## config.mk

```make
export PLATFORM = sky130hd
export DESIGN_NAME = lfsr_rand
export DESIGN_NICKNAME = d
export VERILOG_FILES = /design/src/rtl/lfsr_rand.sv
export SDC_FILE = /design/constraint.sdc
export NUM_CORES = 1
export LEC_CHECK = 0
export CAP_MARGIN = 10
export CELL_PAD_IN_SITES_DETAIL_PLACEMENT = 0
export CELL_PAD_IN_SITES_GLOBAL_PLACEMENT = 1
export CORE_MARGIN = 1.5
export CORE_UTILIZATION = 40
export CTS_BUF_LIST = sky130_fd_sc_hd__clkbuf_8
export CTS_CLUSTER_DIAMETER = 100
export CTS_CLUSTER_SIZE = 14
export DETAILED_ROUTE_END_ITERATION = 16
export PLACE_DENSITY = 0.79
export SYNTH_ARGS = -nofsm -noshare
export SYNTH_HDL_FRONTEND = slang
export SYNTH_SLANG_ARGS = --single-unit
```

## constraint.sdc

```tcl
create_clock -name clk -period 2.8 [get_ports clk]
set_clock_uncertainty 0.05 [all_clocks]
set_input_delay 0.42 -clock clk [delete_from_list [all_inputs] [get_ports clk]]
set_output_delay 0.42 -clock clk [all_outputs]
set_load 0.05 [all_outputs]
```

## src/rtl/lfsr_rand.sv

```systemverilog
// Galois LFSR random source with seed load and bounded draws by rejection sampling.
// Define LFSR_RAND_STATS_EN to add saturating reject/fallback counters.
module lfsr_rand #(
  parameter int               WIDTH     = 16,
  parameter logic [WIDTH-1:0] TAPS      = 16'hB400,
  parameter logic [WIDTH-1:0] SEED      = 16'hACE1,
  parameter int               OUT_W     = 10,
  parameter int               MAX_TRIES = 8
) (
  input  logic             clk,
  input  logic             rst_n,
  input  logic             en,
  input  logic             seed_load,
  input  logic [WIDTH-1:0] seed,
  output logic [WIDTH-1:0] state,
  input  logic             req,
  input  logic [OUT_W-1:0] limit,
  output logic             busy,
  output logic             valid,
  input  logic             ready,
  output logic [OUT_W-1:0] value,
  output logic             biased
`ifdef LFSR_RAND_STATS_EN
  ,
  output logic [15:0]      reject_count,
  output logic [15:0]      fallback_count
`endif
);

  localparam int TRY_W = $clog2(MAX_TRIES + 1);

  typedef enum logic [1:0] {IDLE, DRAW, HOLD} fsm_t;

  fsm_t             fsm;
  logic [OUT_W-1:0] limit_q;
  logic [TRY_W-1:0] tries;
  logic [TRY_W-1:0] tries_inc;
  logic [OUT_W-1:0] cand;
  logic             advance;
  logic             last_try;

  function automatic logic [WIDTH-1:0] lfsr_step(input logic [WIDTH-1:0] s);
    return s[0] ? ((s >> 1) ^ TAPS) : (s >> 1);
  endfunction

  assign cand      = state[OUT_W-1:0];
  assign tries_inc = tries + TRY_W'(1);
  assign last_try  = (tries_inc == TRY_W'(MAX_TRIES));
  // Drawing needs a fresh candidate every cycle, so DRAW overrides en.
  assign advance   = (fsm == DRAW) || en;

  always_ff @(posedge clk or negedge rst_n) begin
    if (!rst_n) begin
      state <= SEED;
    end else if (seed_load) begin
      state <= (seed == '0) ? SEED : seed;
    end else if (advance) begin
      state <= lfsr_step(state);
    end
  end

  always_ff @(posedge clk or negedge rst_n) begin
    if (!rst_n) begin
      fsm     <= IDLE;
      limit_q <= '0;
      tries   <= '0;
      value   <= '0;
      valid   <= 1'b0;
      busy    <= 1'b0;
      biased  <= 1'b0;
    end else begin
      case (fsm)
        IDLE: begin
          if (req) begin
            limit_q <= limit;
            tries   <= '0;
            busy    <= 1'b1;
            fsm     <= DRAW;
          end
        end
        DRAW: begin
          if (limit_q == '0) begin
            value  <= '0;
            biased <= 1'b0;
            valid  <= 1'b1;
            fsm    <= HOLD;
          end else if (cand < limit_q) begin
            value  <= cand;
            biased <= 1'b0;
            valid  <= 1'b1;
            fsm    <= HOLD;
          end else begin
            tries <= tries_inc;
            if (last_try) begin
              value  <= limit_q - OUT_W'(1);
              biased <= 1'b1;
              valid  <= 1'b1;
              fsm    <= HOLD;
            end
          end
        end
        HOLD: begin
          if (ready) begin
            valid  <= 1'b0;
            busy   <= 1'b0;
            biased <= 1'b0;
            fsm    <= IDLE;
          end
        end
        default: begin
          fsm <= IDLE;
        end
      endcase
    end
  end

`ifdef LFSR_RAND_STATS_EN
  logic rej_ev;
  logic fb_ev;

  assign rej_ev = (fsm == DRAW) && (limit_q != '0) && !(cand < limit_q);
  assign fb_ev  = rej_ev && last_try;

  always_ff @(posedge clk or negedge rst_n) begin
    if (!rst_n) begin
      reject_count   <= '0;
      fallback_count <= '0;
    end else begin
      if (rej_ev && (reject_count != 16'hFFFF)) reject_count <= reject_count + 16'd1;
      if (fb_ev && (fallback_count != 16'hFFFF)) fallback_count <= fallback_count + 16'd1;
    end
  end
`else
  // Statistics counters are absent in this build.
`endif

endmodule

```

After elaboration in Yosys (flattened, before gate mapping):

Cells that the tools add are included.

* flip-flop bits (word level): 45
* bits in latches: 0
* RAM bits: 0
* ROM bits: 0
* output and inout bits: 29
* word-level logic and storage cells: 62
* memories: 0

* add/subtract/negate cells: 2
* multiply operators: 0
* divide/modulo/power cells: 0
* order comparisons: 1
* equal/unequal tests: 8
* shift-type cells: 0
* mux-type cells: 27
* bitwise operators: 1
* reduce and logical (&&, ||, !) cells: 15

Operator list (number)
* 2-to-1 mux 16 bit: 4
* 2-to-1 mux 10 bit: 3
* logical NOT 16 bit: 1
* 2-to-1 mux 4 bit: 3
* logical NOT 10 bit: 1
* < comparator 10 bit: 1
* 2-to-1 mux 2 bit: 5
* subtractor 10 x 1 -> 10 bit, second input constant: 1
* AND reduction 3 bit: 3
* != test 2 bit, second input constant: 4
* case mux 4 bit (2 select lines): 1
* nonzero test 2 bit: 4
* 2-to-1 mux 1 bit: 7
* case mux 1 bit (2 select lines): 3
* case mux 2 bit (3 select lines): 1
* adder 4 x 1 -> 4 bit, second input constant: 1
* equality test 4 bit, second input constant: 1
* != test 4 x 2 -> 1 bit, second input constant: 1
* inverter 3 -> 4 bit: 1
* AND reduction 2 bit: 2
* AND reduction 4 bit: 1
* nonzero test 3 bit: 1
* equality test 2 x 1 -> 1 bit, second input constant: 1
* equality test 2 bit, second input constant: 1
* other kinds (2): 2

Longest topological paths before layout:

* depth in word-level cells: 6
* gate-level depth with buffers: 9
* depth with buffers taken out: 8

Worst setup path after synthesis:

No wires, ideal clock.

* path type: reg-to-reg
* from: reg state[7]
* to: reg tries[2]
* library setup time: 126 ps
* arrival: 2130 ps
* data required time: 2624 ps
* setup slack: 494 ps
* cell stages (with the launch flop): 8
* path buffers: 0
* period minus slack after synthesis: 2306 ps
* path through: dfstp_2 -> ha_1 -> a211oi_1 -> nor2_1 -> a211oi_4 -> a21boi_4 -> and4b_1 -> a221o_1

* longest elaborated chain between the ends: 3

RTL lines
* start: declaration: RTL line 15 `output logic [WIDTH-1:0] state,`
* start signal: assignment: RTL line 56 `state <= (seed == '0) ? SEED : seed;`
* start signal: assignment: RTL line 58 `state <= lfsr_step(state);`
* < comparator 10 bit: RTL line 87 `end else if (cand < limit_q) begin`
* != test 2 bit (no source line)
* AND reduction 4 bit (no source line)
* end signal: assignment: RTL line 93 `tries <= tries_inc;`
* end: declaration: RTL line 36 `logic [TRY_W-1:0] tries;`

No other way between the ends.
A chain may end at the register's enable or synchronous reset.

Worst setup path after layout:

* from: reg state[7]
* to: reg value[6]

* longest elaborated chain between the ends: 3

RTL lines
* < comparator 10 bit *: RTL line 87
* nonzero test 3 bit (no source line) or 2-to-1 mux 10 bit (tied branches)
* AND reduction 2 bit (no source line) or 2-to-1 mux 10 bit (tied branches)
* end signal: assignment: RTL line 88 `value <= cand;`
* end signal: assignment: RTL line 95 `value <= limit_q - OUT_W'(1);`
* end: declaration: RTL line 21 `output logic [OUT_W-1:0] value,`

Mark *: on every way between the ends. The rest lies on a longest branch, timed or not.

==> results.py <==
metrics = {
    "worst_setup_path": {
        "cp_slowest_cell": "dfstp_2",
        "arrival_ps": 2610,
        "worstPathCellList": "ha_1 -> a211oi_1 -> nor2_1 -> a211oi_4 -> nand2_1 -> mux2i_1 -> o2bb2ai_1",
        "path_class": "flip-flop to flip-flop",
        "critPathLaunchType": "flip-flop",
        "rrSetupSlack_ps": 330,
        "cp-end-kind": "flip-flop",
        "path_max_fanout": 11,
        "critPathBufInv": 0,
        "cp.required_ps": 2940,
        "cpPeakStageDelay_ps": 570,
        "critical_path.top_delay_family": "compound AO/OA/AOI/OAI gates",
    },
    "clock_tree": {
        "cts_sinks": 45,
        "ctsResizeCount": 0,
        "cts_setup_buffers": 0,
        "cts_hold_buffers": 0,
        "numCtsBuffers": 5,
        "cts_root_buf": "clkbuf_8",
        "htree_num_levels": 2,
        "cts_tree": "built",
        "path_clk_slew_ps": 90,
        "clk_path_buf_depth": 2,
        "clock_latency_ps": 310,
    },
    "floorplanning": {
        "std_cell_rows": 29,
        "die-width_um": 85.4,
        "start_util_pct": 42.1,
        "core_sq_um": 6460,
        "ios": 61,
        "dieArea_sq_um": 7300,
        "die_y_um": 85.4,
    },
    "route": {
        "drcViolationCount": 2,
        "wl_um": 6620,
        "drt_iter0_markers": 80,
        "drt-vias-per-instance": 5.49,
        "vias": 2246,
        "routedWlPerCell_um": 16.2,
        "antenna_left": 0,
        "dr.pass1.iters": 10,
    },
    "run_status": {
        "status": "complete, but fails checks",
        "violations": "DRC",
    },
    "yosys": {
        "yosys.area.top_type_share_pct": 34.1,
        "synth_edf_count": 0,
        "netlist_area_sq_um": 2720,
        "synth_cell_types": 42,
        "yosys-top-cells-area": "dfrtp_1 34%, dfstp_2 7.7%, ha_1 6.9%",
        "syn_nets": 316,
        "synth_common_cells": "37 x dfrtp_1, 30 x nand2_1, 18 x mux2i_1",
        "ys_seq_area_share_pct": 41.8,
        "synthArstFlopShare_pct": 100,
        "synth_ff_type": "dfrtp_1",
        "netlist.top_cell.by_area": "dfrtp_1",
        "yosys_register_bits": 45,
        "synthCells": 269,
        "avgSynthCellArea_sq_um": 10.1,
        "ys.warnings.count": 0,
        "post-synth-top-count-cell": "dfrtp_1",
    },
    "power_and_ir_drop": {
        "powerDensity_nw_per_um2": 1080,
        "total_power_w": 0.00380,
        "p_leak_nw": 1.50,
        "ir_drop_mv": 0.728,
    },
    "grt": {
        "grt_pass1_wl_um": 10900,
        "grt_start_max_net_pins": 45,
        "grtUsageTotal_pct": 18.9,
        "antenna_found_initial": 0,
        "grt_pass1_vias": 2191,
        "overflow": 0,
    },
    "placement": {
        "portBuffers": 60,
        "post_dp_cell_area_sq_um": 3390,
        "place_congestion": 0.821,
        "hpwlAfterDp_um": 4920,
    },
    "sta": {
        "finalHoldViolations": 0,
        "fin_crit_ps": 2470,
        "worst_pin_slew_ps": 1010,
        "relSlewSlack_pct": 33.0,
        "slew_viol_final": 0,
        "hold_ws_ps": 228,
        "rsz0062_at_grt": "no",
        "finalSetupViolCount": 0,
        "max_freq_mhz": 405,
        "timing.setup.tns_ps": 0,
        "fin_crit_sh_pct": 88.2,
    },
    "finish": {
        "synthToLayoutAreaGrowth_pct": 29.0,
        "drive_above_1_share_pct": 13.9,
        "nets": 378,
        "antenna_cells": 0,
        "fin_area_sq_um": 3510,
    },
    "min_path": {
        "holdCritPathClass": "input pin to asynchronous set/reset pin",
    },
    "run": {
        "cap_violations": 0,
    },
}
-- worst reg2reg max path: stages (launching register included) --
cell       delay, ps
dfstp_2          570
ha_1             250
a211oi_1         210
nor2_1           110
a211oi_4         310
nand2_1          440
mux2i_1          330
o2bb2ai_1         90
-- cell type report --
| type | instances | area (sq um) |
|---|---|---|
| multi-input cells | 197 | 1450 |
| clock buffers | 6 | 82.6 |
| flip-flops and latches | 45 | 1140 |
| well taps | 77 | 96.3 |
| clock inverters | 2 | 37.5 |
| inverters | 16 | 60.1 |
| fillers | 604 | 2950 |
| repair buffers | 66 | 641 |
-- layout by cell type (no fill, tap or decap), types with 5 or more instances in the layout --
cell type	n
o22a_1	7
nand4_1	7
nand2_1	30
mux2i_1	18
o211ai_1	5
clkdlybuf4s50_1	59
buf_4	6
dfstp_2	8
nor4_1	5
xnor2_1	9
o2bb2ai_1	8
ha_1	15
mux2_2	16
inv_1	16
clkbuf_8	6
nor2_1	15
dfrtp_1	37
a21oi_1	12
o21ai_0	17
-- flip-flops by register name (all words and copies together) (netlist names) --
| register | cells |
|---|---|
| state | 16 |
| limit_q | 10 |
| value | 10 |
| tries | 4 |
| fsm | 2 |
| biased | 1 |
| busy | 1 |
| valid | 1 |
-- routing by layer --
layer	global-route usage (%)	up-vias	wire length, um
li1	-	1091	-
met1	25.6	1097	3150
met2	29.8	45	3070
met3	4.77	13	264
met4	5.87	0	138
met5	0	-	0
-- stage by stage --
step | worst slack (ps) | instances | utilization [%]
2_1_floorplan | 494 | 269 | -
3_3_place_gp | 450 | 401 | 52.4
3_5_place_dp | 379 | 401 | 52.4
4_1_cts | 354 | 409 | 54.3
5_1_grt | 197 | 409 | 54.3
6_report | 329 | 409 | 54.3
-- power by group --
| group | internal, W | switching, W | leakage [nW] | total (W) |
|---|---|---|---|---|
| clock network | 0.000290 | 0.000233 | 0.0574 | 0.000524 |
| registers | 0.000901 | 0.000238 | 0.534 | 0.00114 |
| logic | 0.000878 | 0.00126 | 0.913 | 0.00214 |
-- logic make-up (layout without fill, tap and decap cells) --
| group | count (synthesis) | in the layout | share of synthesized area [%] |
|---|---|---|---|
| buffers and inverters | 27 | 90 | 4.74 |
| adder cells (fa/ha/maj) | 15 | 15 | 6.91 |
| XOR/XNOR | 9 | 9 | 2.90 |
| multiplexers | 34 | 34 | 13.3 |
| AO/OA/AOI/OAI | 63 | 63 | 16.3 |
| AND/OR/NAND/NOR | 76 | 76 | 14.1 |
| flip-flops | 45 | 45 | 41.8 |
-- final timing paths --
path                                 from         to  cells past startpoint
worst max-delay path             state[7]   value[6]                      7
worst min-delay path                rst_n   tries[3]                      1
worst max register to register   state[7]   value[6]                      7
worst min register to register  state[13]  state[13]                      2
max in group asynchronous           rst_n   state[0]                      2
min in group clk                state[13]  state[13]                      2
Power figures use the tool's default switching activity.
